`config.mk`:
```
export PLATFORM = sky130hd
export DESIGN_NAME = video_timing_gen
export DESIGN_NICKNAME = d
export VERILOG_FILES = /design/src/rtl/video_timing_gen_pkg.sv /design/src/rtl/video_delay_line.sv /design/src/rtl/video_timing_gen.sv
export SDC_FILE = /design/constraint.sdc
export NUM_CORES = 1
export LEC_CHECK = 0
export BUFFER_PORTS_ARGS = -buffer_cell sky130_fd_sc_hd__buf_2
export CORE_MARGIN = 8
export CORE_UTILIZATION = 60
export CTS_BUF_LIST = sky130_fd_sc_hd__clkbuf_16
export DETAILED_ROUTE_END_ITERATION = 8
export GPL_ROUTABILITY_DRIVEN = 0
export PLACE_DENSITY = 0.8
export RECOVER_POWER = 25
export SLEW_MARGIN = 20
export SYNTH_ARGS = -nofsm -noshare
export SYNTH_HDL_FRONTEND = slang
export SYNTH_SLANG_ARGS = --single-unit
```
`constraint.sdc`:
```
create_clock -name pixel_clk -period 6.4 [get_ports pixel_clk]
set_input_delay 1.92 -clock pixel_clk [delete_from_list [all_inputs] [get_ports pixel_clk]]
set_output_delay 1.92 -clock pixel_clk [all_outputs]
set_load 0.03 [all_outputs]
```
`src/rtl/video_timing_gen_pkg.sv`:
```
// Shared timing definitions for the video timing generator: default mode,
// the timing record and the legal range of the request-to-enable latency.
package video_timing_gen_pkg;

    localparam int TIMING_CW   = 12;
    localparam int REQ_LAT_MIN = 1;
    localparam int REQ_LAT_MAX = 4;

    typedef struct packed {
        logic [TIMING_CW-1:0] hs;
        logic [TIMING_CW-1:0] hb;
        logic [TIMING_CW-1:0] hd;
        logic [TIMING_CW-1:0] ht;
        logic [TIMING_CW-1:0] vs;
        logic [TIMING_CW-1:0] vb;
        logic [TIMING_CW-1:0] vd;
        logic [TIMING_CW-1:0] vt;
    } timing_t;

    localparam timing_t TIMING_DEFAULT = '{
        hs: TIMING_CW'(128), hb: TIMING_CW'(88), hd: TIMING_CW'(800), ht: TIMING_CW'(1056),
        vs: TIMING_CW'(3),   vb: TIMING_CW'(21), vd: TIMING_CW'(480), vt: TIMING_CW'(505)
    };

    // Three-term sums get two extra bits so a hostile set cannot wrap past the total.
    function automatic logic timing_ok(input timing_t t);
        logic [TIMING_CW+1:0] h_sum;
        logic [TIMING_CW+1:0] v_sum;
        h_sum = {2'b00, t.hs} + {2'b00, t.hb} + {2'b00, t.hd};
        v_sum = {2'b00, t.vs} + {2'b00, t.vb} + {2'b00, t.vd};
        return (h_sum <= {2'b00, t.ht}) && (v_sum <= {2'b00, t.vt}) &&
               (t.ht >= TIMING_CW'(2)) && (t.vt >= TIMING_CW'(2));
    endfunction

endpackage

```
`src/rtl/video_delay_line.sv`:
```
// Fixed-depth register pipeline aligning sync/enable with the pixel fetch latency.
module video_delay_line #(
    parameter int             W       = 1,
    parameter int             DEPTH   = 2,
    parameter logic [W-1:0]   RST_VAL = '0
) (
    input  logic         pixel_clk,
    input  logic         sys_rst_n,
    input  logic [W-1:0] din,
    output logic [W-1:0] dout
);

    logic [W-1:0] pipe_q [DEPTH];
    logic [W-1:0] pipe_d [DEPTH];

    always_comb begin
        pipe_d[0] = din;
        for (int i = 1; i < DEPTH; i++) begin
            pipe_d[i] = pipe_q[i-1];
        end
    end

    always_ff @(posedge pixel_clk or negedge sys_rst_n) begin
        if (!sys_rst_n) begin
            for (int i = 0; i < DEPTH; i++) begin
                pipe_q[i] <= RST_VAL;
            end
        end else begin
            for (int i = 0; i < DEPTH; i++) begin
                pipe_q[i] <= pipe_d[i];
            end
        end
    end

    assign dout = pipe_q[DEPTH-1];

endmodule

```
`src/rtl/video_timing_gen.sv`:
```
// Raster timing generator: pixel requests ahead of the display, sync/enable
// realigned to the fetch latency, and frame-synchronous timing reconfiguration.
module video_timing_gen
    import video_timing_gen_pkg::*;
#(
    parameter int      CW         = 12,
    parameter int      DW         = 24,
    parameter int      REQ_LAT    = 2,
    parameter bit      HS_POL     = 1'b0,
    parameter bit      VS_POL     = 1'b0,
    parameter timing_t RST_TIMING = TIMING_DEFAULT
) (
    input  logic          pixel_clk,
    input  logic          sys_rst_n,
    input  logic          cfg_valid,
    output logic          cfg_ready,
    input  logic [CW-1:0] cfg_hs,
    input  logic [CW-1:0] cfg_hb,
    input  logic [CW-1:0] cfg_hd,
    input  logic [CW-1:0] cfg_ht,
    input  logic [CW-1:0] cfg_vs,
    input  logic [CW-1:0] cfg_vb,
    input  logic [CW-1:0] cfg_vd,
    input  logic [CW-1:0] cfg_vt,
    output logic          cfg_err,
    output logic          data_req,
    output logic [CW-1:0] pixel_xpos,
    output logic [CW-1:0] pixel_ypos,
    output logic          frame_start,
    input  logic [DW-1:0] pixel_data,
    output logic          video_hs,
    output logic          video_vs,
    output logic          video_de,
    output logic [DW-1:0] video_rgb
);

    localparam int LAT = (REQ_LAT < REQ_LAT_MIN) ? REQ_LAT_MIN :
                         (REQ_LAT > REQ_LAT_MAX) ? REQ_LAT_MAX : REQ_LAT;

    timing_t       act_q, act_d;
    timing_t       pend_q, pend_d;
    logic          pend_vld_q, pend_vld_d;
    logic          cfg_err_q, cfg_err_d;
    logic [CW-1:0] cnt_h_q, cnt_h_d;
    logic [CW-1:0] cnt_v_q, cnt_v_d;
    logic          data_req_q, data_req_d;
    logic [CW-1:0] xpos_q, xpos_d;
    logic [CW-1:0] ypos_q, ypos_d;
    logic          fs_q, fs_d;
    logic          hs_q, hs_d;
    logic          vs_q, vs_d;

    logic [CW:0]   h_start, h_end, v_start, v_end;
    logic [CW:0]   x_diff, y_diff;
    logic          h_last, v_last, in_h, in_v;
    logic [2:0]    dly_out;

    always_comb begin
        h_start = {1'b0, act_q.hs} + {1'b0, act_q.hb};
        h_end   = h_start + {1'b0, act_q.hd};
        v_start = {1'b0, act_q.vs} + {1'b0, act_q.vb};
        v_end   = v_start + {1'b0, act_q.vd};
        h_last  = (cnt_h_q >= act_q.ht - CW'(1));
        v_last  = (cnt_v_q >= act_q.vt - CW'(1));
        in_h    = ({1'b0, cnt_h_q} >= h_start) && ({1'b0, cnt_h_q} < h_end);
        in_v    = ({1'b0, cnt_v_q} >= v_start) && ({1'b0, cnt_v_q} < v_end);
        x_diff  = {1'b0, cnt_h_q} - h_start;
        y_diff  = {1'b0, cnt_v_q} - v_start;

        cnt_h_d = h_last ? '0 : cnt_h_q + CW'(1);
        cnt_v_d = cnt_v_q;
        if (h_last) begin
            cnt_v_d = v_last ? '0 : cnt_v_q + CW'(1);
        end

        // A new set only takes over on the last pixel of a frame, so the
        // counters naturally restart at zero under it.
        act_d      = act_q;
        pend_d     = pend_q;
        pend_vld_d = pend_vld_q;
        cfg_err_d  = 1'b0;
        if (h_last && v_last && pend_vld_q) begin
            pend_vld_d = 1'b0;
            if (timing_ok(pend_q)) begin
                act_d = pend_q;
            end else begin
                cfg_err_d = 1'b1;
            end
        end else if (cfg_valid && !pend_vld_q) begin
            pend_d     = '{hs: cfg_hs, hb: cfg_hb, hd: cfg_hd, ht: cfg_ht,
                           vs: cfg_vs, vb: cfg_vb, vd: cfg_vd, vt: cfg_vt};
            pend_vld_d = 1'b1;
        end

        data_req_d = in_h && in_v;
        xpos_d     = data_req_d ? x_diff[CW-1:0] : '0;
        ypos_d     = in_v ? y_diff[CW-1:0] : '0;
        fs_d       = data_req_d && (xpos_d == '0) && (ypos_d == '0);
        hs_d       = (cnt_h_q < act_q.hs) ? HS_POL : !HS_POL;
        vs_d       = (cnt_v_q < act_q.vs) ? VS_POL : !VS_POL;
    end

    always_ff @(posedge pixel_clk or negedge sys_rst_n) begin
        if (!sys_rst_n) begin
            act_q      <= RST_TIMING;
            pend_q     <= '0;
            pend_vld_q <= 1'b0;
            cfg_err_q  <= 1'b0;
            cnt_h_q    <= '0;
            cnt_v_q    <= '0;
            data_req_q <= 1'b0;
            xpos_q     <= '0;
            ypos_q     <= '0;
            fs_q       <= 1'b0;
            hs_q       <= !HS_POL;
            vs_q       <= !VS_POL;
        end else begin
            act_q      <= act_d;
            pend_q     <= pend_d;
            pend_vld_q <= pend_vld_d;
            cfg_err_q  <= cfg_err_d;
            cnt_h_q    <= cnt_h_d;
            cnt_v_q    <= cnt_v_d;
            data_req_q <= data_req_d;
            xpos_q     <= xpos_d;
            ypos_q     <= ypos_d;
            fs_q       <= fs_d;
            hs_q       <= hs_d;
            vs_q       <= vs_d;
        end
    end

    // Syncs are sampled alongside data_req so all three share the fetch latency.
    video_delay_line #(
        .W       (3),
        .DEPTH   (LAT),
        .RST_VAL ({~VS_POL, ~HS_POL, 1'b0})
    ) u_delay (
        .pixel_clk (pixel_clk),
        .sys_rst_n (sys_rst_n),
        .din       ({vs_q, hs_q, data_req_q}),
        .dout      (dly_out)
    );

    assign cfg_ready   = !pend_vld_q;
    assign cfg_err     = cfg_err_q;
    assign data_req    = data_req_q;
    assign pixel_xpos  = xpos_q;
    assign pixel_ypos  = ypos_q;
    assign frame_start = fs_q;
    assign video_de    = dly_out[0];
    assign video_hs    = dly_out[1];
    assign video_vs    = dly_out[2];
    assign video_rgb   = video_de ? pixel_data : '0;

endmodule
```
==> flow_summary.toml <==
[yosys]
synth_area_per_cell_um2 = 10.8
synth_cell_type_count = 71
synth-seq-cells = 252
yosys_warnings = 0
syn_inst = 1544
ys_async_sr_fraction_pct = 100
ys_seq_area_share_pct = 38.2
syn_area_um2 = 16600
synth_fp_nets = 1891
synthFlopType = "dfrtp_1"
synth_edf_count = 0

[global_routing]
grt_pass1_wl_mm = 65.7
first_global_vias = 12400
antenna_found_initial = 0
grt-ovfl-total = 0
grtUsageTotal_pct = 24.3
grt_max_degree = 137

[cts]
cts_tree = "yes"
cts_buffer_depth = 3
numCtsBuffers = 27
insertion_delay_ns = 0.55
clock-sinks = 252
clk_pin_slew_ns = 0.06
ctsHoldBuffers = 0
cts_setup_buffers = 0
cts_max_level = 1
cts_root_buf = "clkbuf_16"
cts_resized = 0

[drt]
ant_nets = 0
wl_met1_mm = 18.7
wl_mm = 40.7
top_layer = "met4"
drt_iter0_drc = 903
vias = 12500
route.met2.wl_mm = 18.4
wl_per_cell_um = 19.2
drc = 0
met3_length_mm = 2.86
via_per_inst = 5.86
dr.pass1.iters = 7

[setup_path]
crit_type = "reg -> reg"
start_kind = "flop"
path_cells = "fa_1, ha_1, fa_1, a21o_1, a22oi_1, a21oi_1, nand2_1, nand2b_1, a21oi_1, xnor2_1, ha_1, nand2_1, nor4_1, o22ai_1, nor4_1, o211ai_1, nor4_1, nand4_1, buf_12, mux2_4"
cp.arrival_ns = 5.65
crit_path_end_kind = "flop"
critical_path.most_common_cell = "nor4_1"
cp_max_fo = 96
required_ns = 6.82
cp_slowest_cell = "fa_1"
slowest_delay_ns = 0.49

[floorplanning]
dieArea_um2 = 33300
die_w_um = 182
initial_core_util_pct = 60.4
ios = 178
coreArea_um2 = 27600
die_h_um = 182
core.rowCount = 61

[place]
portBuffers = 177
dp_hpwl_mm = 30.7

[worst_hold_path]
hold_path_class = "reg -> reg"

[run]
max_cap_violations = 2

[timing]
fin_crit_sh_pct = 81.6
fmax_mhz = 192
setup_viol = 0
clock_skew_ns = 0.0146
tightest_slew_ns = 2.95
fin_crit_ns = 5.22
final_hold_viol_count = 0
slew_headroom_pct = -96.6
setup_tns_ns = 0
rsz0062_at_grt = "false"
fin_hold_ws_ns = 0.352
maxSlewViolCount = 175

[cells_and_area]
diodes = 0
drive_gt1_share_pct = 24.7
final_cell_mix = "dfrtp_1, ha_1, buf_2"
fillers = 1985
area_growth_pct = 12.8
nets = 2072
final_common_cell = "dfrtp_1"

[pwr]
total_power_mw = 3.58
p_leak_nw = 9.69
p_per_area_nw_per_um2 = 191
peakVddDrop_uv = 198

[status]
violations = "max-capacitance violations, max-slew violations"
outcome = "finished with violations"
worst paths after layout:
| path | from | to | slack, ns | cells after the start |
|---|---|---|---|---|
| worst max-delay path | pend_q[25] | act_q[25] | 1.18 | 20 |
| worst min-delay path | u_delay.pipe_d[0] | u_delay.dout[0] | 0.35 | 0 |
| worst max register to register | pend_q[25] | act_q[25] | 1.18 | 20 |
| worst min register to register | u_delay.pipe_d[0] | u_delay.dout[0] | 0.35 | 0 |
| max in group asynchronous | sys_rst_n | pixel_ypos[0] | 2.33 | 1 |
| min in group asynchronous | sys_rst_n | pend_q[86] | 2.25 | 1 |
critical path, delay by kind of cell, from the launching register on:
| kind | cells | cell delay (ns) |
|---|---|---|
| AOI/OAI and AO/OA | 6 | 1.00 |
| adders and majority gates | 4 | 1.46 |
| buffers and inverters | 1 | 0.34 |
| muxes | 1 | 0.37 |
| and+or+nand+nor | 7 | 1.35 |
| DFF | 1 | 0.44 |
| xor gates and xnor gates | 1 | 0.09 |
final cells by class:
| type | instances | area (um2) | area share, % |
|---|---|---|---|
| repair buffers | 184 | 960 | 5.12 |
| well taps | 378 | 473 | 2.52 |
| multi-input cells | 1165 | 9770 | 52.1 |
| clock buffers | 27 | 676 | 3.60 |
| clock inverters | 23 | 178 | 0.947 |
| inverters | 95 | 357 | 1.90 |
| flip-flops and latches | 252 | 6340 | 33.8 |
cell usage after synthesis, types with 11 or more instances:
| master | count | area (um2) |
|---|---|---|
| a211oi_1 | 18 | 135 |
| a21o_1 | 34 | 255 |
| a21oi_1 | 82 | 410 |
| and2_1 | 29 | 181 |
| and3_1 | 12 | 75.1 |
| clkbuf_1 | 20 | 75.1 |
| dfrtp_1 | 221 | 5530 |
| dfstp_2 | 31 | 815 |
| fa_1 | 32 | 641 |
| ha_1 | 192 | 2400 |
| inv_1 | 95 | 357 |
| mux2_2 | 130 | 1460 |
| mux2_4 | 38 | 571 |
| nand2_1 | 96 | 360 |
| nand2b_1 | 18 | 113 |
| nand3_1 | 27 | 135 |
| nand4_1 | 16 | 100 |
| nor2_1 | 78 | 293 |
| nor2b_1 | 22 | 138 |
| nor3_1 | 35 | 175 |
| nor4_1 | 12 | 75.1 |
| o211ai_1 | 11 | 82.6 |
| o21ai_0 | 78 | 390 |
| xnor2_1 | 54 | 473 |
| xor2_1 | 49 | 429 |
state kept, by name, indices dropped and copies added (netlist names):
signal / count
cnt_h_q: 12
act_q: 96
hs_q: 1
pend_q: 96
cnt_v_q: 12
vs_q: 1
data_req: 1
pixel_ypos: 12
u_delay.pipe_d: 3
cfg_err: 1
pixel_xpos: 12
frame_start: 1
pend_vld_q: 1
u_delay.dout: 3
metrics by stage:
stage               setup slack [ns]  std cells  area [um2]  utilization, %
CTS                             1.27       2124       18800            68.1
floorplan                       1.79       1544       16600               -
global route                   0.818       2124       18800            68.1
finish                          1.18       2124       18800            68.1
global placement                1.44       2074       17900            65.1
detailed placement              1.29       2074       17900            65.1
kinds of logic (layout without fill, tap and decap cells):
family                     after synthesis  after routing  synth area share (%)
AOI/OAI and AO/OA                      291            291                  11.1
buffers and inverters                  127            329                  3.11
muxes                                  170            170                  12.4
adders and majority gates              224            224                  18.3
and+or+nand+nor                        377            377                  11.5
xor gates and xnor gates               103            103                  5.42
DFF                                    252            252                  38.2
power by group:
part           leakage, nW  total, mW  internal (mW)  switching (mW)
logic                 6.02      0.398          0.178           0.220
registers             3.24       1.67           1.63          0.0429
clock network        0.427       1.51          0.853           0.654
metal layers:
layer  track usage [%]  vias to the layer above
li1                  -                     5891
met1              34.5                     6069
met5                 0                        -
met2              38.5                      437
met4              5.44                        0
met3              4.16                       55
No activity file was read; power rests on OpenSTA's default activity.
